File: src/rtl/frequency_capture_sequencer.sv
// Capture-cycle controller for the frequency analyzers.
// Runs clear -> run -> latch, then copies every analyzer result into the
// AXI register file, one handshaken write per word, followed by a status
// word. Finishes with a fixed-width irq pulse. All outputs are decoded from
// the asynchronously reset state, so a reset forces them to their idle
// values without waiting for a clock edge.
module frequency_capture_sequencer #(
  parameter int NUMBER_OF_RESULTS = 6,
  parameter int REGISTER_BASE     = 1,
  parameter int CLEAR_CYCLES      = 4,
  parameter int MAX_RUN_CYCLES    = 0,
  parameter int IRQ_PULSE_CYCLES  = 4
) (
  input  logic                              s00_axi_aclk,
  input  logic                              s00_axi_aresetn,
  input  logic                              start,
  input  logic                              stop,
  input  logic [32*NUMBER_OF_RESULTS-1:0]   results,
  output logic                              analyzer_enable,
  output logic                              analyzer_clear_n,
  output logic [1:0]                        register_operation,
  output logic [7:0]                        register_number,
  output logic [31:0]                       register_write,
  input  logic                              register_ack,
  output logic                              busy,
  output logic                              irq,
  output logic                              timeout_flag
);

  // Index runs 0..NUMBER_OF_RESULTS; the last value selects the status word.
  localparam int              IDX_W      = $clog2(NUMBER_OF_RESULTS + 1);
  localparam logic [IDX_W-1:0] LAST_IDX  = IDX_W'(NUMBER_OF_RESULTS);
  localparam logic [7:0]      CLEAR_LAST = 8'(CLEAR_CYCLES - 1);
  localparam logic [7:0]      IRQ_LAST   = 8'(IRQ_PULSE_CYCLES - 1);
  localparam logic [30:0]     RUN_LAST   = 31'(MAX_RUN_CYCLES - 1);
  localparam logic [30:0]     RUN_SAT    = 31'h7FFF_FFFF;
  localparam logic [7:0]      BASE8      = 8'(REGISTER_BASE);
  localparam logic [1:0]      OP_NONE    = 2'd0;
  localparam logic [1:0]      OP_WRITE   = 2'd2;

  typedef enum logic [2:0] {
    IDLE  = 3'd0,
    CLEAR = 3'd1,
    RUN   = 3'd2,
    LATCH = 3'd3,
    WRITE = 3'd4,
    IRQ   = 3'd5
  } state_t;

  state_t            state_reg;
  state_t            state_next;
  logic              start_d_reg;
  logic              stop_d_reg;
  logic              start_rise;
  logic              stop_rise;
  logic [7:0]        clr_cnt_reg;
  logic [7:0]        irq_cnt_reg;
  logic [30:0]       run_cnt_reg;
  logic [IDX_W-1:0]  idx_reg;
  logic              timeout_reg;
  logic              timeout_hit;
  logic [31:0]       shadow_reg [NUMBER_OF_RESULTS];
  logic [31:0]       shadow_word;
  logic [31:0]       status_word;

  assign start_rise  = start & ~start_d_reg;
  assign stop_rise   = stop & ~stop_d_reg;
  assign timeout_hit = (MAX_RUN_CYCLES != 0) && (run_cnt_reg == RUN_LAST);
  assign status_word = {timeout_reg, run_cnt_reg};
  assign timeout_flag = timeout_reg;

  // State register.
  always_ff @(posedge s00_axi_aclk or negedge s00_axi_aresetn) begin
    if (!s00_axi_aresetn) begin
      state_reg <= IDLE;
    end else begin
      state_reg <= state_next;
    end
  end

  // Delayed copies of the trigger lines for rising-edge detection.
  always_ff @(posedge s00_axi_aclk or negedge s00_axi_aresetn) begin
    if (!s00_axi_aresetn) begin
      start_d_reg <= 1'b0;
      stop_d_reg  <= 1'b0;
    end else begin
      start_d_reg <= start;
      stop_d_reg  <= stop;
    end
  end

  // Phase counters: clear length, run length, irq width and write index.
  always_ff @(posedge s00_axi_aclk or negedge s00_axi_aresetn) begin
    if (!s00_axi_aresetn) begin
      clr_cnt_reg <= 8'd0;
      irq_cnt_reg <= 8'd0;
      run_cnt_reg <= 31'd0;
      idx_reg     <= '0;
    end else begin
      clr_cnt_reg <= (state_reg == CLEAR) ? clr_cnt_reg + 8'd1 : 8'd0;
      irq_cnt_reg <= (state_reg == IRQ) ? irq_cnt_reg + 8'd1 : 8'd0;
      // The run count must survive LATCH/WRITE for the status word, so it is
      // only restarted while the analyzers are being cleared.
      if (state_reg == CLEAR) begin
        run_cnt_reg <= 31'd0;
      end else if ((state_reg == RUN) && (run_cnt_reg != RUN_SAT)) begin
        run_cnt_reg <= run_cnt_reg + 31'd1;
      end
      if (state_reg == LATCH) begin
        idx_reg <= '0;
      end else if ((state_reg == WRITE) && register_ack && (idx_reg != LAST_IDX)) begin
        idx_reg <= idx_reg + 1'b1;
      end
    end
  end

  // Sticky timeout flag: cleared by a new capture, set when the run times
  // out without a simultaneous stop edge.
  always_ff @(posedge s00_axi_aclk or negedge s00_axi_aresetn) begin
    if (!s00_axi_aresetn) begin
      timeout_reg <= 1'b0;
    end else if ((state_reg == IDLE) && start_rise) begin
      timeout_reg <= 1'b0;
    end else if ((state_reg == RUN) && !stop_rise && timeout_hit) begin
      timeout_reg <= 1'b1;
    end
  end

  // Snapshot of the analyzer outputs taken in LATCH; later changes on
  // results must not leak into the writes.
  always_ff @(posedge s00_axi_aclk) begin
    if (state_reg == LATCH) begin
      for (int i = 0; i < NUMBER_OF_RESULTS; i++) begin
        shadow_reg[i] <= results[32*i +: 32];
      end
    end
  end

  // Select the shadow word for the current write index.
  always_comb begin
    shadow_word = 32'd0;
    for (int i = 0; i < NUMBER_OF_RESULTS; i++) begin
      if (idx_reg == IDX_W'(i)) begin
        shadow_word = shadow_reg[i];
      end
    end
  end

  // Next-state logic and output decode.
  always_comb begin
    state_next         = state_reg;
    analyzer_enable    = 1'b0;
    analyzer_clear_n   = 1'b1;
    register_operation = OP_NONE;
    register_number    = 8'd0;
    register_write     = 32'd0;
    busy               = 1'b1;
    irq                = 1'b0;
    case (state_reg)
      IDLE: begin
        busy = 1'b0;
        // A stop edge alone is ignored; with both edges, start wins.
        if (start_rise) begin
          state_next = CLEAR;
        end
      end
      CLEAR: begin
        analyzer_clear_n = 1'b0;
        if (stop_rise) begin
          state_next = IDLE;
        end else if (clr_cnt_reg == CLEAR_LAST) begin
          state_next = RUN;
        end
      end
      RUN: begin
        analyzer_enable = 1'b1;
        if (stop_rise || timeout_hit) begin
          state_next = LATCH;
        end
      end
      LATCH: begin
        state_next = WRITE;
      end
      WRITE: begin
        register_operation = OP_WRITE;
        register_number    = BASE8 + 8'(idx_reg);
        register_write     = (idx_reg == LAST_IDX) ? status_word : shadow_word;
        if (register_ack && (idx_reg == LAST_IDX)) begin
          state_next = IRQ;
        end
      end
      IRQ: begin
        irq = 1'b1;
        if (irq_cnt_reg == IRQ_LAST) begin
          state_next = IDLE;
        end
      end
      default: begin
        state_next = IDLE;
      end
    endcase
  end

endmodule
File: config.mk
export PLATFORM = sky130hd
export DESIGN_NAME = frequency_capture_sequencer
export DESIGN_NICKNAME = d
export VERILOG_FILES = /design/src/rtl/frequency_capture_sequencer.sv
export SDC_FILE = /design/constraint.sdc
export NUM_CORES = 1
export LEC_CHECK = 0
export ABC_AREA = 1
export CORE_MARGIN = 2
export CORE_UTILIZATION = 25
export DETAILED_ROUTE_END_ITERATION = 6
export PLACE_DENSITY = 0.5
export SLEW_MARGIN = 20
export SYNTH_ARGS = -nofsm -noshare
export SYNTH_HDL_FRONTEND = slang
export SYNTH_SLANG_ARGS = --single-unit
File: constraint.sdc
create_clock -name s00_axi_aclk -period 23.5 [get_ports s00_axi_aclk]
set_clock_uncertainty 0.15 [all_clocks]
set_input_delay 3.525 -clock s00_axi_aclk [delete_from_list [all_inputs] [get_ports s00_axi_aclk]]
set_output_delay 3.525 -clock s00_axi_aclk [all_outputs]
set_load 0.02 [all_outputs]
==> flow_summary.yaml <==
run_status:
  status: "finished clean"
power:
  p_per_area_nw_per_um2: 96.0
  ir_drop_mv: 0.0676
  p_leak_nw: 5.91
grt:
  grt_max_degree: 193
  gr-usage-all-layers: 0.150
  use_met3: 0.0333
  antenna_found_initial: 1
  use_met1: 0.212
  grt_pass1_vias: 9131
  grt_remaining_overflow: 0
  grtUsageMet2: 0.233
  grt-busiest-layer: "met2"
  grt_pass1_wl_um: 54700
timing:
  finalSetupTns_ps: 0
  period_share: 0.337
  fmax_mhz: 126
  period_needed_ps: 7920
  setup_viol: 0
  maxSlewViolCount: 0
  relSlewSlack: 0.351
  timing.final.hold_violations: 0
  rsz0062_at_grt: "false"
  worstMarginPinSlew_ps: 968
die:
  dieArea_um2: 48000
  die_w_um: 219
  die_y_um: 219
  core_area_um2: 45600
  start_util: 0.254
  rows: 78
  num_io_pins: 244
clock_tree:
  cts_num_sinks: 247
  hold_buffers: 0
  cts-root-buf: "clkbuf_16"
  cts_tree: "done"
  cts.clk_slew.worst_paths_ps: 60
  post-cts-setup-buffer-count: 0
  cts_made_buffers: 29
  clk_path_buf_depth: 3
  clkLatencyLatePin_ps: 570
  cts_resized: 0
  cts_max_level: 1
run:
  cap_viol_max_count: 0
detailed_routing:
  vias_per_cell: 4.41
  antenna_left: 0
  post-route-drc-count: 0
  vias: 9039
  drt_iter0_drc: 670
  routed_wl_um: 35900
  wire_per_inst_um: 17.5
  first_pass_iters: 5
synth:
  dominantRegCellSynth: "edfxtp_1"
  yosysMostFrequentCell: "nand2_1"
  synth_top_cell_by_area: "edfxtp_1"
  ys_warn_count: 0
  syn_area_um2: 11600
  syn_inst: 1200
  netlist-cell-type-count: 36
  synthTopCellsByCount: "nand2_1, nand3_1, edfxtp_1"
  synth_area_leaders: "edfxtp_1, dfrtp_1, nand2_1, nand3_1, inv_1"
  ys_seq_elements: 247
  synth_top_area_frac: 0.498
  seq_area_frac_synth: 0.617
  synthArstFlopShare: 0.223
  synth_edf_count: 192
  syn_avg_cell_area_um2: 9.64
final_layout:
  drive_gt1_frac: 0.0843
  regArea_um2: 7140
  final_cells: 2049
  fill_cells: 4651
  multi_input_comb_area_um2: 3750
  num-nets-final: 1630
  area_delta_synth_final_pct: 34.9
  largest_register_ffs: 192
place:
  placed_cells: 1993
  dp_hpwl_um: 25400
  place_congestion: 0.875
  port_buffers: 237
critical_path:
  startpoint_type: "flop"
  end_kind: "primary output"
  cp.required_ps: 19830
  crit_type: "reg2out"
  worst-path-max-fanout: 32
  critical_path_arrival_ps: 4250
worst_hold_path:
  worstHoldPathType: "reg2reg"
-- critical path, stage by stage (launching register included) --
cell	delay, ps
dfrtp_1	400
inv_1	120
ha_1	450
buf_4	380
inv_1	80
buf_4	260
nor2_2	120
buf_4	350
nand2_1	100
nand3_1	100
nand2_1	60
nand3_1	70
nand3_1	120
a21oi_1	350
clkdlybuf4s50_1	680
-- metal layers --
| layer | share of wire | vias to the layer above |
|---|---|---|
| met5 | 0.00045 | - |
| met4 | 0.021 | 2 |
| met3 | 0.072 | 45 |
| met2 | 0.44 | 282 |
| met1 | 0.47 | 4229 |
| li1 | - | 4481 |
-- final timing paths --
kind	to	from	depth (start not counted)	slack [ps]
min in group asynchronous	irq_cnt_reg[5]	s00_axi_aresetn	2	2960
max reg2reg	shadow_reg[5][17]	state_reg[1]	4	21010
max	register_write[14]	idx_reg[1]	14	15580
max in group asynchronous	run_cnt_reg[18]	s00_axi_aresetn	2	19730
min reg2reg	clr_cnt_reg[0]	clr_cnt_reg[0]	1	310
min	clr_cnt_reg[0]	clr_cnt_reg[0]	1	310
-- kinds of logic after synthesis --
family,synth area share
flip-flops,0.617
adder cells (fa/ha/maj),0.00865
other,0.000324
AO/OA/AOI/OAI,0.0599
XOR/XNOR,0.0129
buffers and inverters,0.0622
AND/OR/NAND/NOR,0.239
-- cell type report --
| cell class | count | share of cell area |
|---|---|---|
| Multi-Input combinational cell | 784 | 0.240 |
| Inverter | 112 | 0.0272 |
| Tap cell | 600 | 0.0481 |
| Sequential cell | 247 | 0.457 |
| Clock buffer | 37 | 0.0510 |
| Clock inverter | 17 | 0.0156 |
| Timing Repair Buffer | 251 | 0.160 |
| Antenna cell | 1 | 0.000160 |
-- cell usage in the layout, fill, tap and decap left out, drive strengths merged, types with 10 or more instances in the layout --
cell type and count:
a21oi 45, nand2 280, clkinv 10, clkdlybuf4s50 236, o21ai 78, inv 111, nor2 89, xor2 10
dfrtp 55, or2 33, buf 15, edfxtp 192, nand3 196, clkbuf 37
-- power breakdown --
group	internal [W]	leakage [nW]	switching, W
combinational	0.000145	2.90	0.000303
clock	0.000304	0.505	0.000186
sequential	0.000541	2.50	0.0000202
-- through the flow --
stage	setup WS, ps	hold slack (ps)	area, µm²	util	total power (W)
after CTS	15500	310	15600	0.342	0.00153
after global routing	15240	320	15600	0.343	0.00158
final	15580	307	15600	0.343	0.00150
after floorplan	8600	282	11600	-	0.000863
after global placement	16130	296	14500	0.319	0.00103
after detailed placement	16130	301	14500	0.319	0.00103
Power figures use the tool's default switching activity.
